--- config.mk ---
export PLATFORM = sky130hd
export DESIGN_NAME = tdc_delay_line_pipe
export DESIGN_NICKNAME = d
export VERILOG_FILES = /design/src/rtl/tdc_pkg.sv /design/src/rtl/tdc_delay_line_pipe_popcount.sv /design/src/rtl/tdc_delay_line_pipe.sv
export SDC_FILE = /design/constraint.sdc
export NUM_CORES = 1
export LEC_CHECK = 0
export ABC_AREA = 1
export BUFFER_PORTS_ARGS = -buffer_cell sky130_fd_sc_hd__buf_2
export CAP_MARGIN = 20
export CORE_MARGIN = 10
export CORE_UTILIZATION = 35
export DETAILED_ROUTE_END_ITERATION = 8
export GPL_TIMING_DRIVEN = 0
export PLACE_DENSITY = 0.63
export REMOVE_ABC_BUFFERS = 1
export SYNTH_ARGS = -nofsm -noshare
export SYNTH_HDL_FRONTEND = slang
export SYNTH_HIERARCHICAL = 1
export SYNTH_SLANG_ARGS = --single-unit
--- constraint.sdc ---
create_clock -name clk -period 3.9 [get_ports clk]
set_input_delay 0.585 -clock clk [delete_from_list [all_inputs] [get_ports clk]]
set_output_delay 0.585 -clock clk [all_outputs]
set_load 0.02 [all_outputs]
--- src/rtl/tdc_pkg.sv ---
// Shared constants and helpers for the carry-chain TDC: popcount grouping,
// fine-count width derivation, the bubble-filter majority vote and the carry cell.
package tdc_pkg;

  localparam int GROUP_W = 8;
  localparam int PSUM_W  = 4;

  function automatic int cntWidth(input int taps);
    return $clog2(taps) + 1;
  endfunction

  function automatic logic maj3(input logic a, input logic b, input logic c);
    return (a & b) | (a & c) | (b & c);
  endfunction

  // Behavioural SB_CARRY: CO = I0&I1 | CI&(I0|I1); with I0=0, I1=1 it forwards CI.
  function automatic logic sbCarry(input logic ci, input logic i0, input logic i1);
    return (i0 & i1) | (ci & (i0 | i1));
  endfunction

endpackage

--- src/rtl/tdc_delay_line_pipe_popcount.sv ---
// Two-stage pipelined popcount of the filtered thermometer code; the output
// registers only load when a valid sample reaches them and hold otherwise.
module therm_popcount
  import tdc_pkg::*;
#(
  parameter int TAPS  = 64,
  parameter int CNT_W = 7
) (
  input  logic             clk,
  input  logic             rst,
  input  logic             inValid_i,
  input  logic [TAPS-1:0]  therm_i,
  output logic [CNT_W-1:0] count_o,
  output logic             outValid_o,
  output logic             overflow_o,
  output logic             underflow_o
);

  localparam int GROUPS = TAPS / GROUP_W;
  localparam logic [CNT_W-1:0] FULL = CNT_W'(TAPS);

  logic [PSUM_W-1:0] psum_d [GROUPS];
  logic [PSUM_W-1:0] psum_q [GROUPS];
  logic              vldA_q;
  logic [CNT_W-1:0]  sum_d;
  logic [CNT_W-1:0]  count_q;
  logic              outValid_q;
  logic              overflow_q;
  logic              underflow_q;

  always_comb begin
    for (int g = 0; g < GROUPS; g++) begin
      psum_d[g] = '0;
      for (int b = 0; b < GROUP_W; b++) begin
        psum_d[g] = psum_d[g] + PSUM_W'(therm_i[g*GROUP_W + b]);
      end
    end
  end

  always_ff @(posedge clk) begin
    if (rst) begin
      for (int g = 0; g < GROUPS; g++) psum_q[g] <= '0;
      vldA_q <= 1'b0;
    end else begin
      psum_q <= psum_d;
      vldA_q <= inValid_i;
    end
  end

  always_comb begin
    sum_d = '0;
    for (int g = 0; g < GROUPS; g++) begin
      sum_d = sum_d + CNT_W'(psum_q[g]);
    end
  end

  // Result and flags move together so they always describe the same sample.
  always_ff @(posedge clk) begin
    if (rst) begin
      count_q     <= '0;
      outValid_q  <= 1'b0;
      overflow_q  <= 1'b0;
      underflow_q <= 1'b0;
    end else begin
      outValid_q <= vldA_q;
      if (vldA_q) begin
        count_q     <= sum_d;
        overflow_q  <= (sum_d == FULL);
        underflow_q <= (sum_d == '0);
      end
    end
  end

  assign count_o     = count_q;
  assign outValid_o  = outValid_q;
  assign overflow_o  = overflow_q;
  assign underflow_o = underflow_q;

endmodule

--- src/rtl/tdc_delay_line_pipe.sv ---
// Carry-chain delay line with synchronised capture, polarity select, optional
// bubble filter and pipelined popcount producing the TDC fine code.
module tdc_delay_line_pipe
  import tdc_pkg::*;
#(
  parameter int TAPS          = 64,
  parameter int SYNC_STAGES   = 2,
  parameter int BUBBLE_FILTER = 1,
  parameter int CNT_W         = cntWidth(TAPS)
) (
  input  logic             clk,
  input  logic             rst,
  input  logic             signal_in,
  input  logic             sample,
  input  logic             edge_sel,
  input  logic             test_en,
  input  logic [TAPS-1:0]  test_taps,
  output logic [CNT_W-1:0] fine_count,
  output logic             valid,
  output logic             overflow,
  output logic             underflow
);

  logic [TAPS-1:0] taps;

  // Each stage is its own net so the chain never looks like a combinational loop.
  for (genvar i = 0; i < TAPS; i++) begin : gChain
    logic co;
    if (i == 0) begin : gFirst
      assign co = sbCarry(signal_in, 1'b0, 1'b1);
    end else begin : gNext
      assign co = sbCarry(gChain[i-1].co, 1'b0, 1'b1);
    end
    assign taps[i] = co;
  end

  logic [TAPS-1:0]        syncPipe_q [SYNC_STAGES];
  logic [SYNC_STAGES-1:0] vldPipe_q;
  logic [SYNC_STAGES-1:0] edgePipe_q;

  always_ff @(posedge clk) begin
    if (rst) begin
      for (int s = 0; s < SYNC_STAGES; s++) syncPipe_q[s] <= '0;
      vldPipe_q  <= '0;
      edgePipe_q <= '0;
    end else begin
      if (sample) syncPipe_q[0] <= test_en ? test_taps : taps;
      for (int s = 1; s < SYNC_STAGES; s++) syncPipe_q[s] <= syncPipe_q[s-1];
      vldPipe_q  <= {vldPipe_q[SYNC_STAGES-2:0], sample};
      edgePipe_q <= {edgePipe_q[SYNC_STAGES-2:0], edge_sel};
    end
  end

  logic [TAPS-1:0] pol;
  logic [TAPS-1:0] filt_d;
  logic [TAPS-1:0] filt_q;
  logic            filtVld_q;

  assign pol = edgePipe_q[SYNC_STAGES-1] ? ~syncPipe_q[SYNC_STAGES-1]
                                         : syncPipe_q[SYNC_STAGES-1];

  // Virtual taps below the chain read as 1 and above it as 0.
  if (BUBBLE_FILTER != 0) begin : gFilter
    logic [TAPS+1:0] ext;
    assign ext = {1'b0, pol, 1'b1};
    for (genvar i = 0; i < TAPS; i++) begin : gBit
      assign filt_d[i] = maj3(ext[i], ext[i+1], ext[i+2]);
    end
  end else begin : gBypass
    assign filt_d = pol;
  end

  always_ff @(posedge clk) begin
    if (rst) begin
      filt_q    <= '0;
      filtVld_q <= 1'b0;
    end else begin
      filt_q    <= filt_d;
      filtVld_q <= vldPipe_q[SYNC_STAGES-1];
    end
  end

  therm_popcount #(
    .TAPS  (TAPS),
    .CNT_W (CNT_W)
  ) uPopcount (
    .clk         (clk),
    .rst         (rst),
    .inValid_i   (filtVld_q),
    .therm_i     (filt_q),
    .count_o     (fine_count),
    .outValid_o  (valid),
    .overflow_o  (overflow),
    .underflow_o (underflow)
  );

endmodule

Yosys cells after proc, flatten, opt, wreduce, memory -nomap -nowiden. Memories as Yosys holds them, arrays and structs flattened. Cells that the tools add are included.

Word-level logic and storage cells: 347. Bits of input ports: 70. Memories: 1. Bits in registers: 112. Bits in writable memories: 128. Output and inout bits: 10.

$add $sub $neg: 63. Reductions and logical operators: 1. Equal/unequal tests: 1. Bitwise logic cells: 254. Mux-type cells: 10.

Memories: syncPipe_q (depth 2, width 64, rd ports 2, clocked after memory_dff 0, wr ports 2, line tdc_delay_line_pipe.sv:37) `logic [TAPS-1:0] syncPipe_q [SYNC_STAGES];`.

Operators by type and width (number): $mux 64 (4); $add 4x1->4 (48); $or 1x1->1 (128); $and 1x1->1 (125); $not 64->64 (1); $add 7x4->7 (6); $add 1x1->2 (8); $eq 7x7->1 const B (1); $logic_not 7->1 (1); $mux 1 (6); $add 4x4->5 (1).

Longest topological paths before layout.
Word-level depth: 8. Mapped depth: 17.

Cells and area by module. Netlist, hierarchy kept.

Modules (own cells, without submodules): tdc_delay_line_pipe (area each 9081.2 µm², cells an instance 1158, instances 1); therm_popcount (area each 3373.2 µm², cells an instance 376, instances 1).

Worst setup path before layout. No wires, ideal clock.

Kind: register to register. Start point: register uPopcount/psum_q[14] (netlist name). End point: register uPopcount.overflow_q (netlist: uPopcount/overflow_o). Period minus slack after synthesis: 3.658 ns. Stages on the path, launching flop included: 18. Data arrival time: 3.588 ns. Setup slack: 0.242 ns. Setup time: 0.070 ns. Path through: dfxtp_1 > inv_1 > fa_1 > inv_1 > fa_1 > fa_1 > inv_1 > fa_1 > inv_1 > ha_1 > inv_1 > fa_1 > inv_1 > nor2_1 > nand3_1 > nor2_1 > nand3_1 > a21oi_1.

Longest elaborated chain between the ends: 5.

RTL lines: start, declared (line tdc_delay_line_pipe_popcount.sv:23) `logic [PSUM_W-1:0] psum_q [GROUPS];`; start signal, assigned (line tdc_delay_line_pipe_popcount.sv:45) `psum_q <= psum_d;`; $add 7x4->7 (4 in series) (line tdc_delay_line_pipe_popcount.sv:53) `sum_d = sum_d + CNT_W'(psum_q[g]);`; $eq 7x7->1 (line tdc_delay_line_pipe_popcount.sv:68) `overflow_q <= (sum_d == FULL);`; end signal, assigned (line tdc_delay_line_pipe_popcount.sv:68); end, declared (line tdc_delay_line_pipe_popcount.sv:28) `logic overflow_q;`.

No other way between the ends. A chain may end at the register's enable or synchronous reset.

Worst setup path in the final report. Same ends and word-level chain as after synthesis.

==> key figures <==
Power and ir drop
  – Clk pwr share: 0.358
  – Power Total: 6.80 mW
  – Worst vdd ir: 0.000312 V
  – Sequential power share: 0.439
  – Combinational power share: 0.203
  – Sw frac: 0.278
  – Pint: 4.91 mW
  – Psw: 1.89 mW
  – Lkg Pwr: 7.08 nW
  – PwrDens: 473 nW/um^2

Finish
  – Area grow syn2layout: 15.6%
  – Share of layout cells above drive strength 1: 0.0856
  – Multi-input gate area: 5250 sq um
  – Fill cells: 3533
  – Reg area: 6090 sq um
  – Leading cell type in the layout, fill and taps excluded: nand2_1
  – Final #Nets: 1806
  – Most frequent cells in the layout: 524 x nand2_1, 273 x inv_1, 178 x nor2_1, 136 x a21oi_1, 128 x edfxtp_1
  – Final core utilization: 0.408

Die
  – Full die area: 43500 sq um
  – Initial core utilization: 0.353
  – Row Count: 69
  – Die X: 209 microns
  – Core area: 35300 sq um
  – I/O Pins: 80
  – DIE HEIGHT: 209 microns

Yosys
  – Synthesized area per cell: 8.12 sq um
  – Register area share after synthesis: 0.489
  – #FFs+latches synth: 240
  – Synthesis warning total: 6
  – Unique masters post-synth: 24
  – Synthesized area: 12500 sq um
  – Synth Instances: 1534

Timing
  – Slew Viols, Final: 0
  – RSZ-0062 raised after global routing: yes
  – Final setup viols: 0
  – Fin crit share: 0.980
  – Slew HR: 0.373
  – Clock Skew: 13.6 ps
  – Final worst path period need: 3820 ps
  – Worst slew pin tran: 941 ps
  – Final hold violation count: 0
  – Max Fclk: 262 MHz

Worst setup path
  – R2R cell count: 17
  – Reg2reg start: uPopcount/psum_q[14]$_SDFF_PP0_
  – Worst EP required: 4360 ps
  – Crit-path max cell delay: 550 ps
  – Delay-heaviest family, CP: adder cells
  – Critical Path Sink Type: flip-flop
  – CP Buf/Inv Count: 6
  – Critical path class: flip-flop to flip-flop
  – Arr. time, crit path: 4280 ps
  – Critical Path Stages: 17
  – CP Cell Sequence: inv_2 > fa_1 > inv_2 > fa_1 > fa_1 > inv_1 > fa_1 > inv_1 > ha_2 > inv_2 > fa_1 > inv_1 > nor2_1 > nand3_1 > nor2_1 > nand3_1 > a21oi_2
  – FF-to-FF setup slack: 80 ps
  – Startpoint Class: flip-flop
  – R2r endpoint: uPopcount/overflow_o$_SDFFE_PP0P_
  – Slowest CP cell: fa_1
  – Crit path top cell by count: fa_1
  – Maximum fanout along the worst path: 2

Clocking
  – Hold buffers post-CTS: 0
  – Clk buf depth: 3
  – Clock sink count: 240
  – CTS buffer count: 27
  – Root buffer cell: clkbuf_16
  – Clock transition at path regs: 60 ps
  – H-Tree Depth: 1
  – Clock Latency Late Sink: 540 ps
  – CTS tree: done

Global routing
  – First-pass GRT wire length: 40200 microns
  – GRT Residual Overflow: 0
  – Maximum number of pins on one net before global-route repair: 127
  – Initial antenna violation count: 1
  – GRT Resource Usage Total: 0.106
  – Vias in the first global route: 9014

Drt
  – Routed WL per cell: 10.9 microns
  – TritonRoute pass-1 iters: 7
  – DR vias: 9100
  – Average vias per placed instance: 4.27
  – WL final: 23200 microns
  – Post-route ant nets: 0
  – DRT iter0 DRCs: 495
  – DR DRC count: 0

Worst hold path
  – Worst min-delay path class: primary input to flip-flop
  – Hold worst-path end: edgePipe_q[0]$_SDFF_PP0_
  – Hold path startpoint: edge_sel
  – Hold depth: 3

Place
  – Port bufs: 79
  – Gpl congestion: 0.802
  – Hpwl dp: 16300 microns

Flow run
  – Max-cap violations: 0

Status
  – Status: completed
==> worst max-delay path by stage <==
stage                                     from                                 to  slack [ps]
2_1_floorplan         edgePipe_q[1]$_SDFF_PP0_              filt_q[11]$_SDFF_PP0_          20
3_3_place_gp                               rst    syncPipe_q[0][36]$_SDFFCE_PN0P_       -3480
3_5_place_dp   uPopcount/psum_q[14]$_SDFF_PP0_  uPopcount/overflow_o$_SDFFE_PP0P_          -6
4_1_cts         uPopcount/psum_q[2]$_SDFF_PP0_  uPopcount/overflow_o$_SDFFE_PP0P_          40
5_1_grt        uPopcount/psum_q[14]$_SDFF_PP0_  uPopcount/overflow_o$_SDFFE_PP0P_        -160
6_report       uPopcount/psum_q[14]$_SDFF_PP0_  uPopcount/overflow_o$_SDFFE_PP0P_          80
==> metal layers <==
metal  track usage  routed length, microns
met5             0                       0
met3        0.0192                     794
met4        0.0275                     552
met2         0.192                   11500
met1         0.128                   10400
==> layout make-up <==
class	instances	share of cell area
sequential	240	0.423
multi-input combinational	1016	0.364
inverter	278	0.0727
clock buffer	44	0.0576
tap	461	0.0401
timing repair buffer	87	0.0394
clock inverter	6	0.00235
antenna	1	0.000174
==> cells by family after synthesis <==
logic type,count (synthesis),synth area share
AND/OR/NAND/NOR,712,0.216
buffers and inverters,341,0.110
flip-flops,240,0.489
AO/OA/AOI/OAI,145,0.0590
adder cells (fa/ha/maj),86,0.120
XOR/XNOR,9,0.00633
other,1,0.000301
==> synth_stat cells <==
cell | number | area [sq um]
nor2_1 | 178 | 668
buf_6 | 6 | 67.6
nand4_1 | 1 | 6.26
xnor2_1 | 5 | 43.8
nand3_1 | 5 | 25.0
o211ai_1 | 3 | 22.5
buf_2 | 35 | 175
o21ai_0 | 4 | 20.0
nand2_1 | 526 | 1970
dfxtp_1 | 112 | 2240
a21oi_1 | 137 | 686
inv_1 | 277 | 1040
nand2_2 | 1 | 6.26
edfxtp_1 | 128 | 3840
nand3b_1 | 1 | 7.51
inv_4 | 1 | 6.26
fa_1 | 55 | 1100
a31oi_1 | 1 | 6.26
buf_1 | 2 | 7.51
buf_4 | 1 | 7.51
ha_1 | 31 | 388
xor2_1 | 4 | 35.0
clkbuf_1 | 19 | 71.3
conb_1 | 1 | 3.75
==> sequential cells by signal, summed over array words and instances (netlist names), 2 cells and up <==
signal,flops
edgePipe_q,2
filt_q,64
syncPipe_q,128
uPopcount/count_o,7
uPopcount/psum_q,32
vldPipe_q,2
==> worst reg2reg max path, stage by stage (launching register included) <==
cell	delay (ps)
dfxtp_2	320
inv_2	30
fa_1	550
inv_2	50
fa_1	500
fa_1	510
inv_1	60
fa_1	430
inv_1	70
ha_2	180
inv_2	40
fa_1	490
inv_1	40
nor2_1	70
nand3_1	90
nor2_1	110
nand3_1	90
a21oi_2	130
==> per-stage QoR <==
stage	setup slack (ps)	instances	instance area, sq um	hold slack [ps]	TNS (ps)
final	77.1	2133	14400	255	0
after global routing	-161	2133	14400	260	-323
after CTS	38.9	2129	14300	233	0
after detailed placement	-5.92	2079	13500	399	-5.92
after global placement	-3480	2074	13300	394	-309220
after floorplan	22.3	1534	12400	388	0
==> what timing repair did <==
| item | in CTS | in global routing |
|---|---|---|
| setup endpoints to repair | 2 | 3 |
| buffers inserted | 0 | 2 |
| pin swaps | 2 | 1 |
| gates resized for setup | 1 | 7 |
| gates cloned | 0 | 0 |
==> power by group through the flow <==
| stage | clock (mW) | sequential (mW) | combinational [mW] |
|---|---|---|---|
| global route | 2.62 | 3.01 | 1.64 |
| floorplan | 0 | 3.02 | 0.955 |
| detailed placement | 0 | 3.04 | 1.34 |
| global placement | 0 | 3.04 | 1.29 |
| CTS | 2.52 | 2.99 | 1.36 |
| finish | 2.44 | 2.98 | 1.38 |
Power figures use the tool's default switching activity.
